--- config.mk ---
export PLATFORM = sky130hd
export DESIGN_NAME = sdram_arbit
export DESIGN_NICKNAME = d
export VERILOG_FILES = /design/src/rtl/sdram_pkg.sv /design/src/rtl/sdram_arbit.sv
export SDC_FILE = /design/constraint.sdc
export NUM_CORES = 1
export LEC_CHECK = 0
export CAP_MARGIN = 30
export CORE_ASPECT_RATIO = 0.5
export CORE_UTILIZATION = 31
export DETAILED_ROUTE_END_ITERATION = 10
export GPL_TIMING_DRIVEN = 0
export PLACE_DENSITY = 0.92
export SLEW_MARGIN = 20
export SYNTH_ARGS = -nofsm -noshare
export SYNTH_HDL_FRONTEND = slang
export SYNTH_SLANG_ARGS = --single-unit
--- constraint.sdc ---
create_clock -name sys_clk -period 2.6 [get_ports sys_clk]
set_clock_uncertainty 0.05 [all_clocks]
set_input_delay 0.52 -clock sys_clk [delete_from_list [all_inputs] [get_ports sys_clk]]
set_output_delay 0.52 -clock sys_clk [all_outputs]
set_load 0.02 [all_outputs]
--- src/rtl/sdram_pkg.sv ---
// sdram_pkg: shared definitions for the SDRAM controller.
//   - SDRAM command encodings as {cs_n, ras_n, cas_n, we_n}
//   - bank / address / data / command widths
//   - arbiter state type
package sdram_pkg;

  localparam int CMD_W  = 4;
  localparam int BA_W   = 2;
  localparam int ADDR_W = 12;
  localparam int DATA_W = 16;

  localparam logic [CMD_W-1:0] SDRAM_CMD_NOP         = 4'b0111;
  localparam logic [CMD_W-1:0] SDRAM_CMD_PRECHARGE   = 4'b0010;
  localparam logic [CMD_W-1:0] SDRAM_CMD_AUTOREFRESH = 4'b0001;
  localparam logic [CMD_W-1:0] SDRAM_CMD_ACTIVE      = 4'b0011;
  localparam logic [CMD_W-1:0] SDRAM_CMD_READ        = 4'b0101;
  localparam logic [CMD_W-1:0] SDRAM_CMD_WRITE       = 4'b0100;

  // Idle bus values driven while the arbiter is choosing an engine.
  localparam logic [BA_W-1:0]   IDLE_BA   = 2'b11;
  localparam logic [ADDR_W-1:0] IDLE_ADDR = 12'hFFF;

  typedef enum logic [2:0] {
    ST_INIT  = 3'd0,
    ST_ARBIT = 3'd1,
    ST_AREF  = 3'd2,
    ST_WRITE = 3'd3,
    ST_READ  = 3'd4
  } arb_state_t;

endpackage

--- src/rtl/sdram_arbit.sv ---
// sdram_arbit: central arbiter and command multiplexer of the SDRAM controller.
//
// Grants one of the refresh / write / read engines at a time (fixed priority
// refresh > write > read) after initialisation completes, and routes the
// granted engine's command, bank and address onto the SDRAM pins.
//
// Ports:
//   sys_clk, sys_rst_n          clock, asynchronous active-low reset
//   init_done, init_*           init engine handshake and bus
//   ar_req/ar_end, ar_*         refresh engine handshake and bus
//   wr_req/wr_end, wr_*         write engine handshake and bus
//   wr_sdram_en, wr_sdram_data  write data strobe and data
//   rd_req/rd_end, rd_*         read engine handshake and bus
//   ar_en, wr_en, rd_en         one-cycle grant pulses
//   sdram_*                     SDRAM command/address/data pins
//   arb_err                     sticky grant-timeout flag
module sdram_arbit
  import sdram_pkg::*;
#(
  parameter logic [9:0]       TIMEOUT_MAX = 10'd1000,
  parameter logic [CMD_W-1:0] CMD_NOP     = 4'b0111
) (
  input  logic              sys_clk,
  input  logic              sys_rst_n,
  input  logic              init_done,
  input  logic [CMD_W-1:0]  init_cmd,
  input  logic [BA_W-1:0]   init_ba,
  input  logic [ADDR_W-1:0] init_addr,
  input  logic              ar_req,
  input  logic              ar_end,
  input  logic [CMD_W-1:0]  ar_cmd,
  input  logic [BA_W-1:0]   ar_ba,
  input  logic [ADDR_W-1:0] ar_addr,
  input  logic              wr_req,
  input  logic              wr_end,
  input  logic [CMD_W-1:0]  wr_cmd,
  input  logic [BA_W-1:0]   wr_ba,
  input  logic [ADDR_W-1:0] wr_addr,
  input  logic              wr_sdram_en,
  input  logic [DATA_W-1:0] wr_sdram_data,
  input  logic              rd_req,
  input  logic              rd_end,
  input  logic [CMD_W-1:0]  rd_cmd,
  input  logic [BA_W-1:0]   rd_ba,
  input  logic [ADDR_W-1:0] rd_addr,
  output logic              ar_en,
  output logic              wr_en,
  output logic              rd_en,
  output logic              sdram_cke,
  output logic              sdram_cs_n,
  output logic              sdram_ras_n,
  output logic              sdram_cas_n,
  output logic              sdram_we_n,
  output logic [BA_W-1:0]   sdram_ba,
  output logic [ADDR_W-1:0] sdram_addr,
  output logic [DATA_W-1:0] sdram_dq_o,
  output logic              sdram_dq_oe,
  output logic              arb_err
);

  arb_state_t  state_q, state_d;
  logic        ar_en_q, ar_en_d;
  logic        wr_en_q, wr_en_d;
  logic        rd_en_q, rd_en_d;
  logic        err_q, err_d;
  logic [9:0]  cnt_q, cnt_d;
  logic        grant_end;

  // Next-state / grant / timeout logic. Grant pulses are produced on the
  // ARBIT -> granted transition only, so they are high for exactly the first
  // cycle of the grant and cannot re-fire on the engine's end cycle.
  always_comb begin
    state_d   = state_q;
    ar_en_d   = 1'b0;
    wr_en_d   = 1'b0;
    rd_en_d   = 1'b0;
    err_d     = err_q;
    cnt_d     = cnt_q;
    grant_end = 1'b0;

    case (state_q)
      ST_INIT: begin
        cnt_d = '0;
        if (init_done) begin
          state_d = ST_ARBIT;
        end
      end

      ST_ARBIT: begin
        cnt_d = '0;
        if (ar_req) begin
          state_d = ST_AREF;
          ar_en_d = 1'b1;
        end else if (wr_req) begin
          state_d = ST_WRITE;
          wr_en_d = 1'b1;
        end else if (rd_req) begin
          state_d = ST_READ;
          rd_en_d = 1'b1;
        end
      end

      ST_AREF, ST_WRITE, ST_READ: begin
        // Only the granted engine's end is honoured.
        case (state_q)
          ST_AREF:  grant_end = ar_end;
          ST_WRITE: grant_end = wr_end;
          default:  grant_end = rd_end;
        endcase

        if (grant_end) begin
          state_d = ST_ARBIT;
          cnt_d   = '0;
        end else if (cnt_q == TIMEOUT_MAX - 10'd1) begin
          // This edge would make the grant TIMEOUT_MAX cycles long.
          state_d = ST_ARBIT;
          cnt_d   = '0;
          err_d   = 1'b1;
        end else begin
          cnt_d = cnt_q + 10'd1;
        end
      end

      default: begin
        state_d = ST_INIT;
        cnt_d   = '0;
      end
    endcase
  end

  always_ff @(posedge sys_clk or negedge sys_rst_n) begin
    if (!sys_rst_n) begin
      state_q <= ST_INIT;
      ar_en_q <= 1'b0;
      wr_en_q <= 1'b0;
      rd_en_q <= 1'b0;
      err_q   <= 1'b0;
      cnt_q   <= '0;
    end else begin
      state_q <= state_d;
      ar_en_q <= ar_en_d;
      wr_en_q <= wr_en_d;
      rd_en_q <= rd_en_d;
      err_q   <= err_d;
      cnt_q   <= cnt_d;
    end
  end

  // Command bus mux: combinational on the registered state.
  logic [CMD_W-1:0]  bus_cmd;
  logic [BA_W-1:0]   bus_ba;
  logic [ADDR_W-1:0] bus_addr;

  always_comb begin
    bus_cmd  = CMD_NOP;
    bus_ba   = IDLE_BA;
    bus_addr = IDLE_ADDR;
    case (state_q)
      ST_INIT: begin
        bus_cmd  = init_cmd;
        bus_ba   = init_ba;
        bus_addr = init_addr;
      end
      ST_AREF: begin
        bus_cmd  = ar_cmd;
        bus_ba   = ar_ba;
        bus_addr = ar_addr;
      end
      ST_WRITE: begin
        bus_cmd  = wr_cmd;
        bus_ba   = wr_ba;
        bus_addr = wr_addr;
      end
      ST_READ: begin
        bus_cmd  = rd_cmd;
        bus_ba   = rd_ba;
        bus_addr = rd_addr;
      end
      default: begin
        bus_cmd  = CMD_NOP;
        bus_ba   = IDLE_BA;
        bus_addr = IDLE_ADDR;
      end
    endcase
  end

  assign {sdram_cs_n, sdram_ras_n, sdram_cas_n, sdram_we_n} = bus_cmd;
  assign sdram_ba    = bus_ba;
  assign sdram_addr  = bus_addr;
  assign sdram_cke   = 1'b1;

  assign sdram_dq_oe = (state_q == ST_WRITE) && wr_sdram_en;
  assign sdram_dq_o  = sdram_dq_oe ? wr_sdram_data : '0;

  assign ar_en   = ar_en_q;
  assign wr_en   = wr_en_q;
  assign rd_en   = rd_en_q;
  assign arb_err = err_q;

endmodule

==> results_dict.tcl, run 1 <==
set metrics [dict create \
    status "complete, no violations" \
    max_stage_delay_ns 0.51 \
    synth_warnings 0 \
    start_kind "input port" \
    cts.sinks 17 \
    die_y_um 50.6 \
    wl_per_cell_um 15.6 \
    synthFlopType "dfrtp_1" \
    dr.pass1.iters 4 \
    start_util_pct 32.8 \
    synthToLayoutAreaGrowth_pct 98.0 \
    rr_worst_depth 6 \
    vias 1962 \
    synth_edf_count 0 \
    syn_area_per_cell_um2 8.05 \
    grt_antenna_before_repair 0 \
    grt_pass1_wl_mm 9.04 \
    power_frac_clock_pct 10.4 \
    worstSetupPathType "in2out" \
    rsz0062_at_grt "false" \
    seqPwrFrac_pct 16.7 \
    ioPinCount 138 \
    worst-path-stages 5 \
    drt_wl_total_mm 5.94 \
    reg2reg_to "state_q[0]" \
    drv_cap 0 \
    arrival_ns 1.96 \
    slew_headroom_pct 50.0 \
    nets 423 \
    diodes 0 \
    io_buffers 136 \
    cts_buffer_depth 2 \
    max_clock_freq_mhz 395 \
    holdPathStages 1 \
    final_util_pct 64.9 \
    drt-initial-drc-count 96 \
    row_count 17 \
    p_int_w 0.00106 \
    grt_usage_pct 23.3 \
    seq_area_frac_synth_pct 29.0 \
    root_buffer "clkbuf_8" \
    numCtsBuffers 3 \
    post-route-drc-count 0 \
    cts_max_level 1 \
    grt_max_degree 18 \
    synth_nets 281 \
    p_sw_w 0.000891 \
    hold_class "reg2reg" \
    hold_viol_final 0 \
    critPathTopFamily "buffers and inverters" \
    min_to "arb_err" \
    holdBufCountCts 0 \
    synthArstFlopShare_pct 100 \
    synth.largest_area_cell "dfrtp_1" \
    drv_slew 0 \
    crit_chain "clkdlybuf4s50_1 -> nor3b_4 -> clkbuf_2 -> and2_1 -> dlygate4sd2_1" \
    grt.overflow.total 0 \
    tightest_slew_ns 0.748 \
    p_leak_nw 1.26 \
    required_ns 2.03 \
    p_per_area_nw_per_um2 671 \
    worst-path-buf-inv 3 \
    ys_seq_elements 17 \
    fin_crit_sh_pct 97.5 \
    swShare_pct 45.8 \
    grt_pass1_vias 1862 \
    period_minus_slack_ns 2.53 \
    clk_latency_ns 0.26 \
    nFillCells 372 \
    synthTopCellsByArea "dfrtp_1 (29%), mux2_2 (14%), o22ai_1 (7.7%)" \
    synth_area_um2 1470 \
    synth_top_area_share_pct 29.0 \
    core_um2 4470 \
    cts_tree "yes" \
    crit_path_start "wr_sdram_en" \
    most-common-layout-cells "clkdlybuf4s50_1 (101), nor2_1 (27), a21oi_1 (21), dlygate4sd2_1 (19)" \
    synth_cell_types 38 \
    place.detailed.hpwl_mm 4.82 \
    synthCells 182 \
    worst_path_max_delay_cell "clkdlybuf4s50_1" \
    pwr-share-comb_pct 72.9 \
    die_width_um 99.2 \
    critPathCaptureType "output port" \
    path_max_fanout 10 \
    ir_drop_uv 351 \
    globalplace.congestion 0.846 \
    timing.rr.start "state_q[2]" \
    viasPerCell 5.16 \
    dieArea_um2 5020 \
    ant_nets 0 \
    drive_above_1_share_pct 16.4 \
    hold_ws_ns 0.433 \
    setup_violations 0 \
    clk_pin_slew_ns 0.07 \
    final_common_cell "clkdlybuf4s50_1" \
    r2r_setup_slack_ns 0.66 \
    hp-start "arb_err" \
]
[metrics by stage]
| stage | worst slack [ns] | instance area, µm² | instances | total power, W | TNS, ns |
|---|---|---|---|---|---|
| after floorplan | 0.369 | 1470 | 182 | 0.00117 | 0 |
| after global placement | -0.628 | 2900 | 375 | 0.00182 | -9.83 |
| after detailed placement | -0.676 | 2900 | 375 | 0.00184 | -10.56 |
| after CTS | 0.00647 | 2940 | 380 | 0.00197 | 0 |
| after global routing | 0.0170 | 2900 | 380 | 0.00207 | 0 |
| final | 0.0660 | 2900 | 380 | 0.00195 | 0 |
[flip-flops by register name, indices dropped and copies added, names as in the netlist]
name / cells
ar_en: 1
state_q: 3
arb_err: 1
wr_en: 1
cnt_q: 10
rd_en: 1
[logic make-up (layout without fill, tap and decap cells)]
| logic type | after synthesis | count (layout) | share of synthesized area, % |
|---|---|---|---|
| simple gates | 70 | 70 | 24.3 |
| compound gates | 51 | 51 | 21.9 |
| mux | 19 | 19 | 14.5 |
| buf+inv | 18 | 159 | 6.15 |
| flops | 17 | 17 | 29.0 |
| xor+xnor | 5 | 5 | 2.99 |
| fa+ha+maj | 1 | 1 | 0.854 |
| other cells | 1 | 1 | 0.256 |
[area by class of cell]
class / count / area, µm² / area share, %
buffer: 13 / 90.1 / 3.11
clock buffer: 3 / 41.3 / 1.42
clock inverter: 1 / 5.00 / 0.173
inverter: 5 / 18.8 / 0.647
multi-input combinational: 147 / 961 / 33.1
sequential: 17 / 425 / 14.7
tap: 57 / 71.3 / 2.46
timing repair buffer: 137 / 1290 / 44.4
[worst max path at each step]
stage / to / slack (ns)
global placement: sdram_dq_o[6] / -0.63
global route: sdram_addr[2] / 0.02
finish: sdram_dq_o[7] / 0.07
detailed placement: sdram_dq_o[7] / -0.68
floorplan: sdram_dq_o[10] / 0.37
CTS: sdram_addr[10] / 0.006
[cells in the mapped netlist, types with 3 or more instances]
cell type	instances
nor2_1	27
a21oi_1	21
mux2_2	18
o22ai_1	18
dfrtp_1	17
and2_1	16
clkbuf_1	9
nand2_1	6
nand3_1	6
inv_1	4
o21ai_0	3
xor2_1	3
[layer usage]
metal	vias to the layer above	track usage [%]	part of all wire (%)
met2	74	43.1	53
met3	13	3.48	5.0
met4	0	8.58	1.9
met5	-	0	0
met1	937	27.8	40
li1	938	-	-
[power groups by stage]
stage / Sequential, W / Clock (W) / Combinational, W
after floorplan: 0.000336 / 0 / 0.000836
after detailed placement: 0.000329 / 0 / 0.00151
after CTS: 0.000325 / 0.000204 / 0.00144
after global routing: 0.000330 / 0.000222 / 0.00151
final: 0.000325 / 0.000202 / 0.00142
after global placement: 0.000328 / 0 / 0.00149
[timing repair]
action	4_1_cts	5_1_grt
endpoints found under the setup margin	32	16
gates resized for setup	47	29
setup buffers	1	0
(Power assumes the default switching activity.)
==> run 2: changes to the inputs <==
--- a/config.mk
+++ b/config.mk
@@ -7,10 +7,10 @@
 export LEC_CHECK = 0
 export CAP_MARGIN = 30
 export CORE_ASPECT_RATIO = 0.5
-export CORE_UTILIZATION = 31
+export CORE_UTILIZATION = 33
 export DETAILED_ROUTE_END_ITERATION = 10
 export GPL_TIMING_DRIVEN = 0
-export PLACE_DENSITY = 0.92
+export PLACE_DENSITY = 0.95
 export SLEW_MARGIN = 20
 export SYNTH_ARGS = -nofsm -noshare
 export SYNTH_HDL_FRONTEND = slang
==> constraint.sdc (replaced) <==
create_clock -name sys_clk -period 3.2 [get_ports sys_clk]
set_clock_uncertainty 0.05 [all_clocks]
set_input_delay 0.64 -clock sys_clk [delete_from_list [all_inputs] [get_ports sys_clk]]
set_output_delay 0.64 -clock sys_clk [all_outputs]
set_load 0.02 [all_outputs]
==> run 2 against run 1 <==
Against the previous run: global-route usage increased by 3.0 points; sequential share of layout area decreased by 0.34 points; via count increased by 1.3%; largest cell class unchanged; largest power group unchanged.
==> results_dict.tcl, run 2 (synthesis results as in run 1) <==
set metrics [dict create \
    status "complete, no violations" \
    regMostFlops "cnt_q" \
    rsz0062_at_grt "true" \
    nets 424 \
    grt_antenna_before_repair 0 \
    critPathCaptureType "output port" \
    totalNegativeSetupSlack_ns 0 \
    p_per_area_nw_per_um2 566 \
    drv_cap 0 \
    reg.largest.list "cnt_q x10, state_q x3" \
    required_ns 2.51 \
    dr.pass1.iters 4 \
    largest_register_ffs 10 \
    reg2reg_to "state_q[0]" \
    place.detailed.hpwl_mm 4.82 \
    most-common-layout-cells "clkdlybuf4s50_1 (136), nor2_1 (27), a21oi_1 (21), mux2_2 (18), o22ai_1 (18)" \
    cts_buffer_depth 2 \
    nFillCells 285 \
    holdBufCountCts 0 \
    wl_per_cell_um 15.7 \
    ant_nets 0 \
    period_minus_slack_ns 3.08 \
    clk_pin_slew_ns 0.06 \
    power_frac_clock_pct 9.3 \
    final_common_cell "clkdlybuf4s50_1" \
    grt_pass1_wl_mm 9.55 \
    seqPwrFrac_pct 15.7 \
    cts.sinks 17 \
    root_buffer "clkbuf_8" \
    post-route-drc-count 0 \
    drt-initial-drc-count 81 \
    slew_headroom_pct 50.6 \
    p_sw_w 0.000714 \
    clk_latency_ns 0.25 \
    viasPerCell 5.26 \
    synthToLayoutAreaGrowth_pct 103 \
    p_leak_nw 1.17 \
    start_kind "input port" \
    grt_max_degree 18 \
    hold_viol_final 0 \
    dieArea_um2 4730 \
    max_clock_freq_mhz 324 \
    final_util_pct 72.7 \
    min_to "arb_err" \
    die_y_um 49.1 \
    numCtsBuffers 3 \
    die_width_um 96.2 \
    globalplace.congestion 0.812 \
    holdPathStages 1 \
    arrival_ns 2.39 \
    io_buffers 136 \
    grt.overflow.total 0 \
    worstSetupPathType "in2out" \
    hp-start "arb_err" \
    grt_usage_pct 26.4 \
    setup_violations 0 \
    hold_class "reg2reg" \
    fin_crit_sh_pct 96.3 \
    drive_above_1_share_pct 11.1 \
    row_count 16 \
    ioPinCount 138 \
    post_dp_cell_area_um2 2890 \
    ir_drop_uv 449 \
    vias 1987 \
    timing.rr.start "state_q[2]" \
    p_int_w 0.000967 \
    diodes 0 \
    cts_tree "yes" \
    swShare_pct 42.5 \
    drv_slew 0 \
    core_um2 4080 \
    path_max_fanout 10 \
    drt_wl_total_mm 5.93 \
    cts_max_level 1 \
    r2r_setup_slack_ns 1.26 \
    tightest_slew_ns 0.739 \
    start_util_pct 35.9 \
    grt_pass1_vias 2169 \
    rr_worst_depth 6 \
    finish.instance_area_um2 2970 \
    pwr-share-comb_pct 75.0 \
]
## run 2: critical path: stages
cell	delay, ns
clkdlybuf4s50_1	0.47
nor3b_4	0.26
clkbuf_2	0.24
and2_1	0.16
clkdlybuf4s50_1	0.61
## run 2: power by group through the flow
stage	Sequential (W)	Combinational (W)	Clock (W)
2_1_floorplan	0.000273	0.000679	0
3_3_place_gp	0.000267	0.00120	0
3_5_place_dp	0.000267	0.00123	0
4_1_cts	0.000263	0.00125	0.000158
5_1_grt	0.000268	0.00134	0.000169
6_report	0.000264	0.00126	0.000156
## run 2: how the worst max path moves through the flow
stage / startpoint / to
floorplan: wr_sdram_en / sdram_dq_o[10]
global placement: wr_sdram_en / sdram_dq_o[14]
detailed placement: wr_sdram_en / sdram_dq_o[13]
CTS: state_q[0] / sdram_addr[3]
global route: state_q[0] / sdram_we_n
finish: wr_sdram_en / sdram_dq_o[13]
## run 2: per-stage QoR
step / instances / total power [W] / setup slack, ns / hold WS (ns)
floorplan: 182 / 0.000952 / 0.811 / 0.294
global placement: 372 / 0.00146 / -0.211 / 0.410
CTS: 376 / 0.00167 / 0.0163 / 0.452
finish: 378 / 0.00168 / 0.118 / 0.441
global route: 378 / 0.00178 / -0.0125 / 0.463
detailed placement: 372 / 0.00150 / -0.334 / 0.442
## run 2: repair_timing
| action | in CTS | in global routing |
|---|---|---|
| buffers inserted | 0 | 2 |
| gates cloned | 0 | 0 |
| hold endpoints to repair | 0 | 0 |
| gates resized for setup | 3 | 4 |
| endpoints found under the setup margin | 17 | 20 |
## run 2: layer usage
metal | vias to the layer above | global-route usage [%] | wire length, µm | part of all wire, %
met1 | 954 | 28.4 | 2300 | 39
li1 | 938 | - | - | -
met2 | 71 | 49.6 | 3180 | 54
met4 | 0 | 12.2 | 211 | 3.6
met5 | - | 0 | 0 | 0
met3 | 24 | 4.67 | 239 | 4.0
## run 2: cell type report
class                   instances  area, µm²  share of cell area [%]
repair buffers                138       1380                    46.4
multi-input cells             147        961                    32.4
flip-flops and latches         17        425                    14.3
plain buffers                  13       75.1                    2.53
well taps                      54       67.6                    2.28
clock buffers                   4       45.0                    1.52
inverters                       5       18.8                   0.632
==> run 3: changes to the inputs <==
--- a/config.mk
+++ b/config.mk
@@ -10,7 +10,7 @@
 export CORE_UTILIZATION = 33
 export DETAILED_ROUTE_END_ITERATION = 10
 export GPL_TIMING_DRIVEN = 0
-export PLACE_DENSITY = 0.95
+export PLACE_DENSITY_LB_ADDON = 0.15
 export SLEW_MARGIN = 20
 export SYNTH_ARGS = -nofsm -noshare
 export SYNTH_HDL_FRONTEND = slang
==> run 3 against run 2 <==
Against the previous run: register-to-register slack hardly changed; sequential share of layout area is 0.073 points higher; final cell count is 0.79% lower; routed wire length is 5.2% lower; clock power hardly changed; count of clock-buffer cells in the layout is 1 lower; combinational power hardly changed; largest power group unchanged; utilization is 0.37 points lower; worst setup slack better by 0.016 ns.
==> results_dict.tcl, run 3 (synthesis results as in run 1) <==
set metrics [dict create \
    drt_wl_total_mm 5.62 \
    critPathTopFamily "buffers and inverters" \
    drive_above_1_share_pct 10.9 \
    clk_latency_ns 0.25 \
    globalplace.congestion 0.784 \
    row_count 16 \
    path_max_fanout 10 \
    grt.overflow.total 0 \
    period_minus_slack_ns 3.07 \
    grt_pass1_vias 1946 \
    nets 421 \
    max_clock_freq_mhz 326 \
    max_stage_delay_ns 0.57 \
    setup_slack_ns 0.134 \
    numCtsBuffers 3 \
    grt_pass1_wl_mm 8.90 \
    post-route-drc-count 0 \
    drv_cap 0 \
    hold_class "reg2reg" \
    worst-path-buf-inv 2 \
    ant_nets 0 \
    root_buffer "clkbuf_8" \
    viasPerCell 5.05 \
    vias 1894 \
    dr.pass1.iters 4 \
    cts_tree "yes" \
    clk_pin_slew_ns 0.07 \
    ir_drop_uv 358 \
    worstSetupPathType "reg2out" \
    p_per_area_nw_per_um2 562 \
    core_um2 4080 \
    p_leak_nw 1.16 \
    critPathCaptureType "output port" \
    ioPinCount 138 \
    cts.sinks 17 \
    grt_max_degree 18 \
    rsz0062_at_grt "false" \
    regMostFlops "cnt_q" \
    diodes 0 \
    largest_register_ffs 10 \
    arrival_ns 2.38 \
    start_util_pct 35.9 \
    most-common-layout-cells "clkdlybuf4s50_1 (136), nor2_1 (27), a21oi_1 (21), mux2_2 (18), o22ai_1 (18)" \
    drt-initial-drc-count 34 \
    grt_usage_pct 24.7 \
    grt_antenna_before_repair 0 \
    slew_headroom_pct 51.5 \
    post_dp_cell_area_um2 2890 \
    drv_slew 0 \
    hold_viol_final 0 \
    io_buffers 136 \
    wl_per_cell_um 15.0 \
    setup_violations 0 \
    required_ns 2.51 \
    final_common_cell "clkdlybuf4s50_1" \
    dieArea_um2 4730 \
    die_y_um 49.1 \
    cts_max_level 1 \
    tightest_slew_ns 0.725 \
    dp_slack_ns -0.266 \
    holdBufCountCts 0 \
    fin_crit_sh_pct 95.8 \
    final_util_pct 72.3 \
    synthToLayoutAreaGrowth_pct 102 \
    crit_chain "clkbuf_1 -> mux2_2 -> o22ai_1 -> a21oi_1 -> clkdlybuf4s50_1" \
    start_kind "flip-flop" \
    die_width_um 96.2 \
    place.detailed.hpwl_mm 4.73 \
    reg.largest.list "cnt_q x10, state_q x3" \
    status "complete, no violations" \
    cts_buffer_depth 2 \
    finish.instance_area_um2 2950 \
    total_power_w 0.00166 \
    worst_path_max_delay_cell "clkdlybuf4s50_1" \
]
-- run 3: worst paths after layout --
path	cells after the start	slack, ns	from	end
worst max-delay path	5	0.13	state_q[1]	sdram_addr[4]
worst min-delay path	1	0.41	arb_err	arb_err
worst max register to register	6	1.26	state_q[0]	state_q[0]
worst min register to register	1	0.41	arb_err	arb_err
max in group asynchronous	1	1.88	sys_rst_n	ar_en
min in group asynchronous	1	0.77	sys_rst_n	cnt_q[8]
-- run 3: routing by layer --
layer	global-route usage [%]	vias up	part of all wire [%]
met5	0	-	0
met4	8.96	0	1.9
met3	6.85	8	6.6
met2	42.7	50	49
met1	29.2	903	43
li1	-	933	-
-- run 3: cell type report --
type                       instances  area (µm²)
sequential                        17         425
clock inverter                     1        5.00
timing repair buffer             137        1370
buffer                            11        66.3
tap                               54        67.6
inverter                           5        18.8
fill                             346        1130
clock buffer                       3        41.3
multi-input combinational        147         961
-- run 3: timing repair --
action	4_1_cts	5_1_grt
setup endpoints to repair	15	14
resized for setup	3	1
setup buffers	0	1
endpoints found under the hold margin	0	0
-- run 3: power by group --
| part | total (W) | leakage [nW] | switching, W | internal (W) |
|---|---|---|---|---|
| registers | 0.000264 | 0.231 | 0.0000210 | 0.000243 |
| logic | 0.00124 | 0.902 | 0.000610 | 0.000627 |
| clock network | 0.000159 | 0.0255 | 0.0000724 | 0.0000864 |
-- run 3: metrics by stage --
step	TNS, ns	instances	hold slack, ns
3_5_place_dp	-2.47	372	0.406
3_3_place_gp	-1.37	372	0.403
5_1_grt	0	375	0.460
4_1_cts	0	376	0.421
6_report	0	375	0.414
2_1_floorplan	0	182	0.294
